## src/rtl/frame_reader_pkg.sv

```systemverilog
// Shared types and constants for the frame stream reader slice.
package frame_reader_pkg;

  typedef enum logic [1:0] {IDLE, RUN, DRAIN} rd_state_t;

  localparam int unsigned FIFO_DEPTH = 2;
  localparam int unsigned IMG_BASE   = 256;
  localparam int unsigned IMG_WORDS  = 76800;

endpackage

```

## src/rtl/stream_fifo2.sv

```systemverilog
// Two-entry synchronous FIFO; simultaneous push and pop are both honoured,
// including a push into a full FIFO that is being popped in the same cycle.
module stream_fifo2 #(
  parameter int unsigned W = 32
) (
  input  logic         clk,
  input  logic         rst_n,
  input  logic         push,
  input  logic         pop,
  input  logic [W-1:0] data_in,
  output logic [W-1:0] data_out,
  output logic [1:0]   count,
  output logic         full,
  output logic         empty
);

  logic [W-1:0] slots [2];
  logic         wr_ptr;
  logic         rd_ptr;
  logic         do_push;
  logic         do_pop;

  assign empty    = (count == 2'd0);
  assign full     = (count == 2'd2);
  assign do_pop   = pop && !empty;
  assign do_push  = push && (!full || do_pop);
  assign data_out = slots[rd_ptr];

  always_ff @(posedge clk or negedge rst_n) begin
    if (!rst_n) begin
      for (int unsigned i = 0; i < 2; i++) begin
        slots[i] <= '0;
      end
      wr_ptr <= 1'b0;
      rd_ptr <= 1'b0;
      count  <= 2'd0;
    end else begin
      if (do_push) begin
        slots[wr_ptr] <= data_in;
        wr_ptr        <= ~wr_ptr;
      end
      if (do_pop) begin
        rd_ptr <= ~rd_ptr;
      end
      case ({do_push, do_pop})
        2'b10:   count <= count + 2'd1;
        2'b01:   count <= count - 2'd1;
        default: count <= count;
      endcase
    end
  end

endmodule

```

## src/rtl/frame_stream_reader.sv

```systemverilog
// Read-side initiator: reads a range of words from single-port memory and
// streams them out over a valid/ready handshake through a 2-entry buffer.
module frame_stream_reader #(
  parameter int unsigned N          = 32,
  parameter int unsigned M          = 77056,
  parameter int unsigned FIFO_DEPTH = 2
) (
  input  logic         clk,
  input  logic         rst_n,
  input  logic         start,
  input  logic [N-1:0] base_addr,
  input  logic [N-1:0] length,
  output logic         busy,
  output logic         done,
  output logic         err,
  output logic         mem_wr,
  output logic [N-1:0] mem_address,
  input  logic [N-1:0] mem_data_out,
  output logic [N-1:0] pix_data,
  output logic         pix_valid,
  input  logic         pix_ready
);

  import frame_reader_pkg::*;

  if (FIFO_DEPTH != frame_reader_pkg::FIFO_DEPTH) begin : g_bad_depth
    $error("frame_stream_reader supports only a 2-entry output buffer");
  end

  rd_state_t    state;
  rd_state_t    state_nxt;
  logic [N-1:0] cur_addr;
  logic [N-1:0] remaining;
  logic         rd_pend;
  logic         done_nxt;
  logic         err_nxt;
  logic         accept;
  logic         issue;
  logic         pop;
  logic [N:0]   end_addr;
  logic         range_bad;
  logic [1:0]   fifo_count;
  logic         fifo_full;
  logic         fifo_empty;
  logic [2:0]   occupancy;

  assign mem_wr      = 1'b0;
  assign mem_address = cur_addr;
  assign pix_valid   = !fifo_empty;
  assign pop         = pix_valid & pix_ready;

  // Sum carried at N+1 bits so a base near the top of the address space cannot wrap past the check.
  assign end_addr  = {1'b0, base_addr} + {1'b0, length};
  assign range_bad = end_addr > (N+1)'(M);
  assign accept    = (state == IDLE) && start && !range_bad && (length != '0);

  // Buffered plus in-flight words, less the one leaving this cycle, must stay below two.
  assign occupancy = {1'b0, fifo_count} + {2'b00, rd_pend};
  assign issue     = (state == RUN) && !(fifo_full && !pop)
                     && (occupancy < (3'd2 + {2'b00, pop}));

  always_comb begin
    state_nxt = state;
    done_nxt  = 1'b0;
    err_nxt   = 1'b0;
    case (state)
      IDLE: begin
        if (start) begin
          if (range_bad) begin
            err_nxt = 1'b1;
          end else if (length == '0) begin
            done_nxt = 1'b1;
          end else begin
            state_nxt = RUN;
          end
        end
      end
      RUN: begin
        if (issue && (remaining == N'(1))) begin
          state_nxt = DRAIN;
        end
      end
      DRAIN: begin
        if (!rd_pend && fifo_empty) begin
          state_nxt = IDLE;
          done_nxt  = 1'b1;
        end
      end
      default: state_nxt = IDLE;
    endcase
  end

  always_ff @(posedge clk or negedge rst_n) begin
    if (!rst_n) begin
      state <= IDLE;
      busy  <= 1'b0;
      done  <= 1'b0;
      err   <= 1'b0;
    end else begin
      state <= state_nxt;
      busy  <= (state_nxt != IDLE);
      done  <= done_nxt;
      err   <= err_nxt;
    end
  end

  always_ff @(posedge clk or negedge rst_n) begin
    if (!rst_n) begin
      cur_addr  <= '0;
      remaining <= '0;
      rd_pend   <= 1'b0;
    end else begin
      if (accept) begin
        cur_addr  <= base_addr;
        remaining <= length;
      end else if (issue) begin
        cur_addr  <= cur_addr + N'(1);
        remaining <= remaining - N'(1);
      end
      rd_pend <= issue;
    end
  end

  stream_fifo2 #(.W(N)) u_fifo (
    .clk      (clk),
    .rst_n    (rst_n),
    .push     (rd_pend),
    .pop      (pop),
    .data_in  (mem_data_out),
    .data_out (pix_data),
    .count    (fifo_count),
    .full     (fifo_full),
    .empty    (fifo_empty)
  );

endmodule

```

## config.mk

```make
export PLATFORM = sky130hd
export DESIGN_NAME = frame_stream_reader
export DESIGN_NICKNAME = d
export VERILOG_FILES = /design/src/rtl/frame_reader_pkg.sv /design/src/rtl/stream_fifo2.sv /design/src/rtl/frame_stream_reader.sv
export SDC_FILE = /design/constraint.sdc
export NUM_CORES = 1
export LEC_CHECK = 0
export ABC_AREA = 1
export BUFFER_PORTS_ARGS = -buffer_cell sky130_fd_sc_hd__buf_4
export CAP_MARGIN = 20
export CORE_ASPECT_RATIO = 0.75
export CORE_MARGIN = 5
export CORE_UTILIZATION = 42
export CTS_BUF_LIST = sky130_fd_sc_hd__clkbuf_4 sky130_fd_sc_hd__clkbuf_8
export DETAILED_ROUTE_END_ITERATION = 6
export PLACE_DENSITY_LB_ADDON = 0.15
export REMOVE_ABC_BUFFERS = 1
export SETUP_SLACK_MARGIN = 0.4
export SYNTH_ARGS = -nofsm -noshare
export SYNTH_HDL_FRONTEND = slang
export SYNTH_SLANG_ARGS = --single-unit
```

## constraint.sdc

```tcl
create_clock -name clk -period 4 [get_ports clk]
set_clock_uncertainty 0.2 [all_clocks]
set_input_delay 0.2 -clock clk [delete_from_list [all_inputs] [get_ports clk]]
set_output_delay 0.2 -clock clk [all_outputs]
set_load 0.01 [all_outputs]
```

**Word level (Yosys, flattened, before mapping)**

Cells that the tools add are included.

- Register bits: 138
- Output and inout bits: 69
- Input bits: 100
- Word-level logic and storage cells: 85

- Mux-type cells: 25
- Order comparisons: 5
- Equality and inequality tests: 6
- $add $sub $neg: 7
- Reductions and logical operators: 25
- Bitwise operators: 5

Operator list:

| cell | number |
|---|---|
| $mux W32 | 8 |
| $bwmux W64 | 1 |
| $add A32 B32 Y33 | 1 |
| $gt A33 B17 Y1 const B | 1 |
| $add A32 B1 Y32 const B | 1 |
| $demux W32 S1 | 1 |
| $eq A32 B1 Y1 const B | 1 |
| $logic_not A32 Y1 | 1 |
| $reduce_bool A32 Y1 | 1 |
| $sub A32 B1 Y32 const B | 1 |
| $logic_and A1 B1 Y1 | 11 |
| $mux W2 | 5 |
| $mux W1 | 7 |
| $eq A2 B2 Y1 const B | 3 |
| $logic_not A1 Y1 | 6 |
| $pmux W2 S3 | 1 |
| $reduce_bool A2 Y1 | 3 |
| $eq A2 B1 Y1 const B | 2 |
| $ge A2 B2 Y1 const B | 2 |
| $logic_not A2 Y1 | 2 |
| $not A1 Y2 | 2 |
| $pmux W2 S2 | 1 |
| $add A2 B1 Y3 | 1 |
| $add A2 B1 Y3 const A | 1 |
| 8 further kinds | 9 |

**Longest topological paths before layout**

Gate-level depths: netlist of the first run.

- Depth in word-level cells: 12
- Depth in mapped cells: 22
- Mapped depth without buffers: 21

**By module**

A second synthesis of the first run with hierarchy kept.

- Cells, all modules: 1831
- Area total of the unflattened synthesis: 11404.7 sq um

By module, submodules not included:

| module | area each (sq um) | instances | seq. area each (sq um) | cells each |
|---|---|---|---|---|
| frame_stream_reader | 8116.5 | 1 | 1751.7 | 1416 |
| stream_fifo2 | 3288.2 | 1 | 1701.6 | 415 |

**Worst setup path before layout of the first run**

Ideal clock, no wire load.

- Path type: input -> register
- Start point: input base_addr[0]
- End point: register remaining[3]
- Buffers on the path: 2
- Required time: 3.672 ns
- Arrival: 2.296 ns
- Cell stages on the path: 20
- Slack: 1.376 ns
- Cells stage by stage: ha_1 fa_1 nand2_1 nand2_1 nand3_1 nand2_1 nand2_1 nand2_1 nand3b_1 nand2_1 nand2_1 nand2_1 nor2_1 nand2_1 nor2_1 nand4_2 buf_6 buf_6 nand3_1 nand3_1

- Cells in the longest elaborated chain, start to end: 6
- Elaborated cells between the ends (all ways): 7

Ends and longest elaborated chain:

| element | RTL line | RTL |
|---|---|---|
| start: declaration | frame_stream_reader.sv:11 | `input logic [N-1:0] base_addr,` |
| $add A32 B32 Y33 * | frame_stream_reader.sv:53 | `assign end_addr = {1'b0, base_addr} + {1'b0, length};` |
| $gt A33 B17 Y1 * | frame_stream_reader.sv:54 | `assign range_bad = end_addr > (N+1)'(M);` |
| $logic_not A1 Y1 * | frame_stream_reader.sv:55 | `assign accept = (state == IDLE) && start && !range_bad && (length != '0);` |
| $logic_and A1 B1 Y1 * (2 in series) | frame_stream_reader.sv:55 |  |
| $mux W32 / $reduce_bool A2 Y1 (equally long branches) | -- |  |
| end signal: assignment | frame_stream_reader.sv:115 | `remaining <= length;` |
| end signal: assignment | frame_stream_reader.sv:118 | `remaining <= remaining - N'(1);` |
| end: declaration | frame_stream_reader.sv:33 | `logic [N-1:0] remaining;` |

Mark *: on every way between the ends. The rest lies on a longest branch, timed or not.
A chain may end at the register's enable or synchronous reset.

**Worst setup path in the final report of the first run**

- Start point: input base_addr[1]
- End point: register remaining[13]

The elaborated chain is that of the path after synthesis.

==> impl_metrics.yaml, run 1 <==
grt:
  met1_usage_pct: 40.5
  grt_pass1_vias: 10407
  gr-max-usage-layer: "met1"
  gr-usage-met3_pct: 4.61
  grt.total_usage_pct: 25.3
  grt_max_degree: 79
  grt_pass1_wl_um: 57000
  met2_usage_pct: 35.3
  grt_antenna_before_repair: 0
  overflow: 0
clocking:
  cts_tree: "built"
  clock_sinks: 138
  clk-insertion-delay-late_ns: 0.47
  cts.clk_slew.worst_paths_ns: 0.09
  cts-root-buf: "clkbuf_8"
  cts_made_buffers: 17
  cts.path.max_buffers: 2
  cts_htree_levels: 4
  postCtsSetupRepairBufs: 0
synthesis:
  synth_cell_types: 37
  ys_ff_latch: 138
  synth-xor-area-share_pct: 3.91
  async_flop_share_pct: 100
  synth-seq-area-share_pct: 32.8
  synth-compound-area-share_pct: 6.09
  synth_mux_area_share_pct: 0
  avgSynthCellArea_um2: 6.41
  synth_top_family_by_area: "simple AND/OR/NAND/NOR gates"
  yosysWarnings: 0
  syn_inst: 1641
  synth-main-ff-cell: "dfrtp_1"
  synthAdderAreaFrac_pct: 4.71
  synth_area_um2: 10500
  synth_edf_count: 0
  yosys.area_share.simple_pct: 42.4
power:
  finalPower_mw: 3.79
  power_frac_comb_pct: 29.9
  pwr_density_cell_nw_per_um2: 281
  power_leakage_nw: 7.31
  intPower_mw: 2.44
  ir_worst_vdd_v: 0.000291
  p_sw_mw: 1.34
  p_seq_share_pct: 39.2
  netSwitchingFraction_pct: 35.4
  p_clk_share_pct: 30.9
layout:
  fin_nets: 2022
  final_cell_mix: "531 x nand2_1, 268 x nand3_1, 197 x inv_1, 176 x buf_4, 138 x dfrtp_1"
  syn_to_final_growth_pct: 28.2
  final_common_cell: "nand2_1"
  design_area_um2: 13500
  fin_cells: 2233
  num_antenna_cells: 0
  final_core_util_pct: 54.3
  drive_above_1_share_pct: 12.9
worst_setup_path:
  arrival_ns: 3.65
  cp_common_cell: "nand2_1"
  crit_family: "simple AND/OR/NAND/NOR gates"
  worstSetupPathDepth: 19
  critPathBufInv: 3
  cpPeakStageDelay_ns: 0.54
  crit_required_ns: 4.19
  crit_fanout: 17
  path_cells: "dlygate4sd3_1 > buf_4 > fa_1 > nand2_1 > nand2_1 > nand3_1 > nand2_1 > nand2_1 > nand2_1 > nand2_1 > nand2_1 > nor2_1 > nand3_1 > nor2_1 > nand3_1 > nand2_4 > buf_12 > nand3_1 > nand3_1"
  reg2reg_depth: 14
  critPathCaptureType: "flop"
  critical-path-slowest-cell: "dlygate4sd3_1"
  worstSetupPathType: "input port to flop"
  critPathLaunchType: "input port"
route:
  num_vias: 11582
  wire_per_inst_um: 16.5
  drt_pass1_iterations: 5
  drtIter0Drc: 1040
  drc_errors: 0
  finalWirelength_um: 36800
  detail_route.vias_per_cell: 5.19
  antenna_left: 0
sta:
  fmax_ghz: 0.289
  tightest_slew_ns: 1.07
  slew_headroom_pct: 28.4
  finalCriticalPeriod_ns: 3.46
  grt_setup_unrepaired: "false"
  maxSlewViolCount: 0
  hold_viol: 0
  setup_viol: 0
  fin_crit_sh_pct: 86.6
floorplan:
  core-area_um2: 24800
  io-pin-count: 169
  die_width_um: 193
  die_h_um: 147
  placementRows: 50
  dieArea_um2: 28300
  start_util_pct: 42.4
placed_design:
  dpl_cell_area_um2: 12000
  portBuffers: 167
  routabilityCongestion: 0.987
  dpl.hpwl_um: 27100
  dp_cells: 2101
min_path:
  hp-class: "input port to asynchronous set/reset pin"
run_status:
  status: "completed"
run:
  max_cap_viol_count: 0
==> cell type report <==
cell class / instances / area, um2
inverter: 201 / 754
timing repair buffer: 280 / 2400
sequential: 138 / 3450
clock buffer: 20 / 269
multi-input combinational: 1245 / 6060
tap: 338 / 423
clock inverter: 11 / 123
fill: 2492 / 11400
==> routing by layer <==
metal	up-vias	wire length (um)
li1	5743	-
met1	5325	17900
met2	472	14900
met3	42	3410
met4	0	539
met5	-	0
==> synth_stat cells (2+ instances only) <==
| master | count | area, um2 |
|---|---|---|
| a21oi_1 | 32 | 160 |
| a31oi_1 | 2 | 12.5 |
| and2_1 | 7 | 43.8 |
| buf_1 | 7 | 26.3 |
| buf_2 | 5 | 25.0 |
| buf_6 | 10 | 113 |
| clkbuf_1 | 33 | 124 |
| dfrtp_1 | 138 | 3450 |
| ha_1 | 38 | 475 |
| inv_1 | 198 | 743 |
| inv_2 | 2 | 7.51 |
| nand2_1 | 533 | 2000 |
| nand3_1 | 269 | 1350 |
| nand3b_1 | 6 | 45.0 |
| nand4_1 | 25 | 156 |
| nor2_1 | 135 | 507 |
| nor2_2 | 8 | 50.1 |
| nor3_1 | 21 | 105 |
| nor3_2 | 3 | 30.0 |
| nor4_1 | 11 | 68.8 |
| o21ai_0 | 86 | 430 |
| o21bai_1 | 3 | 22.5 |
| or2_2 | 8 | 50.1 |
| or4_1 | 3 | 22.5 |
| xnor2_1 | 24 | 210 |
| xor2_1 | 23 | 201 |
==> power by group through the flow <==
stage,Clock [mW],Combinational (mW),Sequential (mW)
2_1_floorplan,0,0.584,1.52
3_3_place_gp,0,1.04,1.51
3_5_place_dp,0,1.04,1.51
4_1_cts,1.19,1.12,1.48
5_1_grt,1.26,1.26,1.49
6_report,1.17,1.13,1.48
==> per-stage QoR <==
stage | setup TNS, ns | hold slack [ns] | setup WS (ns)
finish | 0 | 0.109 | 0.538
detailed placement | 0 | 0.0865 | 0.425
CTS | 0 | 0.152 | 0.531
floorplan | -39.90 | -0.296 | -0.747
global placement | 0 | 0.0971 | 0.434
global route | 0 | 0.169 | 0.424
==> worst paths after layout <==
path                                 startpoint               end  slack, ns
worst max-delay path               base_addr[1]     remaining[13]       0.54
worst min-delay path                      rst_n    mem_address[1]       0.11
worst max register to register   mem_address[2]   mem_address[31]       0.86
worst min register to register  u_fifo.slots[3]   u_fifo.slots[3]       0.29
max in group asynchronous                 rst_n  u_fifo.slots[32]       2.44
min in group clk                u_fifo.slots[3]   u_fifo.slots[3]       0.29
==> state kept, by name (all words and copies together), names as in the netlist <==
signal	count
u_fifo.wr_ptr	1
rd_pend	1
busy	1
remaining	32
u_fifo.rd_ptr	1
u_fifo.count	2
done	1
err	1
u_fifo.slots	64
mem_address	32
state	2
==> cell families (layout without fill, tap and decap cells) <==
group                      count (synthesis)  count (layout)
other                                      1               1
AOI/OAI and AO/OA                        125             125
xor gates and xnor gates                  47              47
buffers and inverters                    258             512
DFF                                      138             138
and+or+nand+nor                         1033            1033
adders and majority gates                 39              39
==> what timing repair did <==
| action | in CTS | in global routing |
|---|---|---|
| endpoints found under the hold margin | 208 | 0 |
| hold buffers | 99 | 0 |
| resized for setup | 0 | 7 |
| endpoints found under the setup margin | 0 | 60 |
Note: power is estimated with default switching activity, not from simulation.
==> run 2, diff against run 1 <==
- SYNTH_HIERARCHICAL: not set -> 1
==> run 2 against run 1 <==
- first-iteration DRC count is 18% higher
- register-to-register slack better by 0.02 ns
- hold slack improved by 0.13 ns
- synthesized cell count grew 12%
- power is 5.5% lower
- combinational power shrank 20%
- routed wire length grew 11%
- via count is 9.1% higher
- critical endpoint is now remaining[8]
- highest routed layer unchanged
==> impl_metrics.yaml, run 2 <==
layout:
  final_common_cell: "nand2_1"
  syn_to_final_growth_pct: 26.7
  num_antenna_cells: 0
  final_cell_mix: "795 x nand2_1, 195 x inv_1, 181 x buf_4, 144 x nand3_1, 137 x dfrtp_1"
  fin_nets: 2204
  drive_above_1_share_pct: 12.6
  fill_cells: 2707
  fin_cells: 2429
  design_area_um2: 14500
  largest_reg_flops: 64
  final_core_util_pct: 53.8
  max_flop_register: "u_fifo/slots"
placed_design:
  dpl.hpwl_um: 28300
  portBuffers: 167
  routabilityCongestion: 0.992
  dpl_cell_area_um2: 12800
  dp_cells: 2291
synthesis:
  yosysTopAreaCell: "dfrtp_1"
  yosysWarnings: 6
  synth_edf_count: 0
  synthTopCellsByArea: "dfrtp_1 30%, nand2_1 26%, inv_1 6.5%"
  synth_most_common_cell: "nand2_1"
  synth-main-ff-cell: "dfrtp_1"
  synth-seq-area-share_pct: 30.3
  netlist_top_cells_count: "799 x nand2_1, 196 x inv_1, 144 x nand3_1, 138 x dfrtp_1, 135 x nor2_1"
  ys_ff_latch: 138
  syn_inst: 1831
  async_flop_share_pct: 100
  avgSynthCellArea_um2: 6.23
  synth_area_um2: 11400
  synth_cell_types: 39
  synth_top_area_share_pct: 30.3
clocking:
  cts.path.max_buffers: 2
  clock_sinks: 138
  cts_made_buffers: 17
  cts_tree: "built"
  cts_htree_levels: 4
  cts-root-buf: "clkbuf_8"
  cts.clk_slew.worst_paths_ns: 0.09
  clk-insertion-delay-late_ns: 0.47
worst_setup_path:
  worstSetupPathType: "input port to flop"
  rr_startpoint: "mem_address[0]"
  reg2reg_depth: 16
  crit_fanout: 16
  endpoint: "remaining[8]"
  startpoint: "length[5]"
  reg2reg_slack_ns: 0.88
  critPathCaptureType: "flop"
  critical-path-slowest-cell: "dlygate4sd3_1"
  path_cells: "dlygate4sd3_1 > buf_4 > ha_1 > nand2_2 > nor2_2 > nand3_1 > nand2_1 > nand2_1 > nand2_2 > nand2_1 > nand2_1 > nand2_1 > nand2_1 > nand3_1 > nor2_1 > nand3_1 > nand2_4 > buf_12 > clkbuf_16 > nand3b_1 > nand2_1 > nand2_1"
  arrival_ns: 3.61
  critPathLaunchType: "input port"
  crit_required_ns: 4.16
  r2r-end: "mem_address[30]"
  cpPeakStageDelay_ns: 0.54
  cp_common_cell: "nand2_1"
route:
  drt_pass1_iterations: 5
  finalWirelength_um: 40900
  antenna_left: 0
  detail_route.vias_per_cell: 5.20
  drtIter0Drc: 1227
  drc_errors: 0
  wire_per_inst_um: 16.8
  num_vias: 12640
sta:
  hold_viol: 0
  fmax_ghz: 0.290
  maxSlewViolCount: 0
  finalCriticalPeriod_ns: 3.45
  holdWs_ns: 0.236
  slew_headroom_pct: 36.1
  grt_setup_unrepaired: "false"
  setup_viol: 0
  tightest_slew_ns: 0.958
  fin_crit_sh_pct: 86.2
floorplan:
  placementRows: 52
  io-pin-count: 169
  start_util_pct: 42.4
  die_h_um: 153
  core-area_um2: 26900
  die_width_um: 200
  dieArea_um2: 30600
grt:
  grt_pass1_vias: 11521
  grt.total_usage_pct: 25.3
  grt_max_degree: 94
  overflow: 0
  grt_pass1_wl_um: 63600
  grt_antenna_before_repair: 0
power:
  power_leakage_nw: 8.37
  ir_worst_vdd_v: 0.000196
  finalPower_mw: 3.58
  pwr_density_cell_nw_per_um2: 248
run_status:
  status: "completed"
run:
  max_cap_viol_count: 0
min_path:
  hp-class: "input port to asynchronous set/reset pin"
[run 2: changes by cell type after synthesis, moves of 5 or more]
cell / change
a21oi_1: -6
and3_1: +6
buf_2: +19
buf_4: +7
clkbuf_1: -8
nand2_1: +266
nand3_1: -125
nand3b_1: +56
nand4_1: +60
nor2_2: -6
nor3_1: -9
o21ai_0: -66
or2_2: -5
[run 2: power by group]
part           internal [mW]  switching, mW
clock                  0.591          0.629
sequential              1.43         0.0285
combinational          0.352          0.553
total                   2.37           1.21
[run 2: cell families after synthesis]
kind of cell | count (synthesis) | share of synthesized area, %
and+or+nand+nor | 1275 | 48.7
buffers and inverters | 279 | 10.7
DFF | 138 | 30.3
AOI/OAI and AO/OA | 54 | 2.50
xor gates and xnor gates | 45 | 3.46
adders and majority gates | 39 | 4.34
other | 1 | 0.0329
[run 2: per-stage QoR]
step	setup TNS, ns	setup slack [ns]
finish	0	0.550
global route	0	0.391
CTS	0	0.470
detailed placement	0	0.512
global placement	0	0.544
floorplan	-109.53	-1.78
[run 2: worst min path at each step]
| stage | cells after the start | slack [ns] | end | startpoint |
|---|---|---|---|---|
| 2_1_floorplan | 0 | -0.30 | busy | rst_n |
| 3_3_place_gp | 1 | 0.19 | remaining[2] | rst_n |
| 3_5_place_dp | 1 | 0.19 | remaining[0] | rst_n |
| 4_1_cts | 2 | 0.24 | mem_address[6] | rst_n |
| 5_1_grt | 2 | 0.29 | u_fifo/slots[56] | u_fifo/slots[56] |
| 6_report | 2 | 0.24 | mem_address[6] | rst_n |
[run 2: repair_timing]
item                                    4_1_cts  5_1_grt
buffers inserted                              0        2
gates resized for setup                       0       18
hold buffers                                 99        0
endpoints found under the hold margin       223        0
endpoints found under the setup margin        0       66
[run 2: routing by layer]
metal  track usage, %  vias to the layer above  routed length, um
li1                 -                     6250                  -
met1             38.8                     5813              19800
met2             37.3                      528              17100
met3             4.43                       49               3280
met4             5.08                        0                620
met5                0                        -                  0
[run 2: cell type report]
class	count	area [um2]	share of cell area [%]
inverters	202	758	5.25
repair buffers	291	2570	17.8
clock buffers	19	262	1.81
well taps	351	439	3.04
clock inverters	13	141	0.978
multi-input cells	1415	6830	47.2
flip-flops and latches	138	3450	23.9
[run 2: worst max-delay path: cells and delay by family]
family	cells	cell delay, ns
AND/OR/NAND/NOR	17	2.00
buffers and inverters	4	1.00
adder cells (fa/ha/maj)	1	0.37
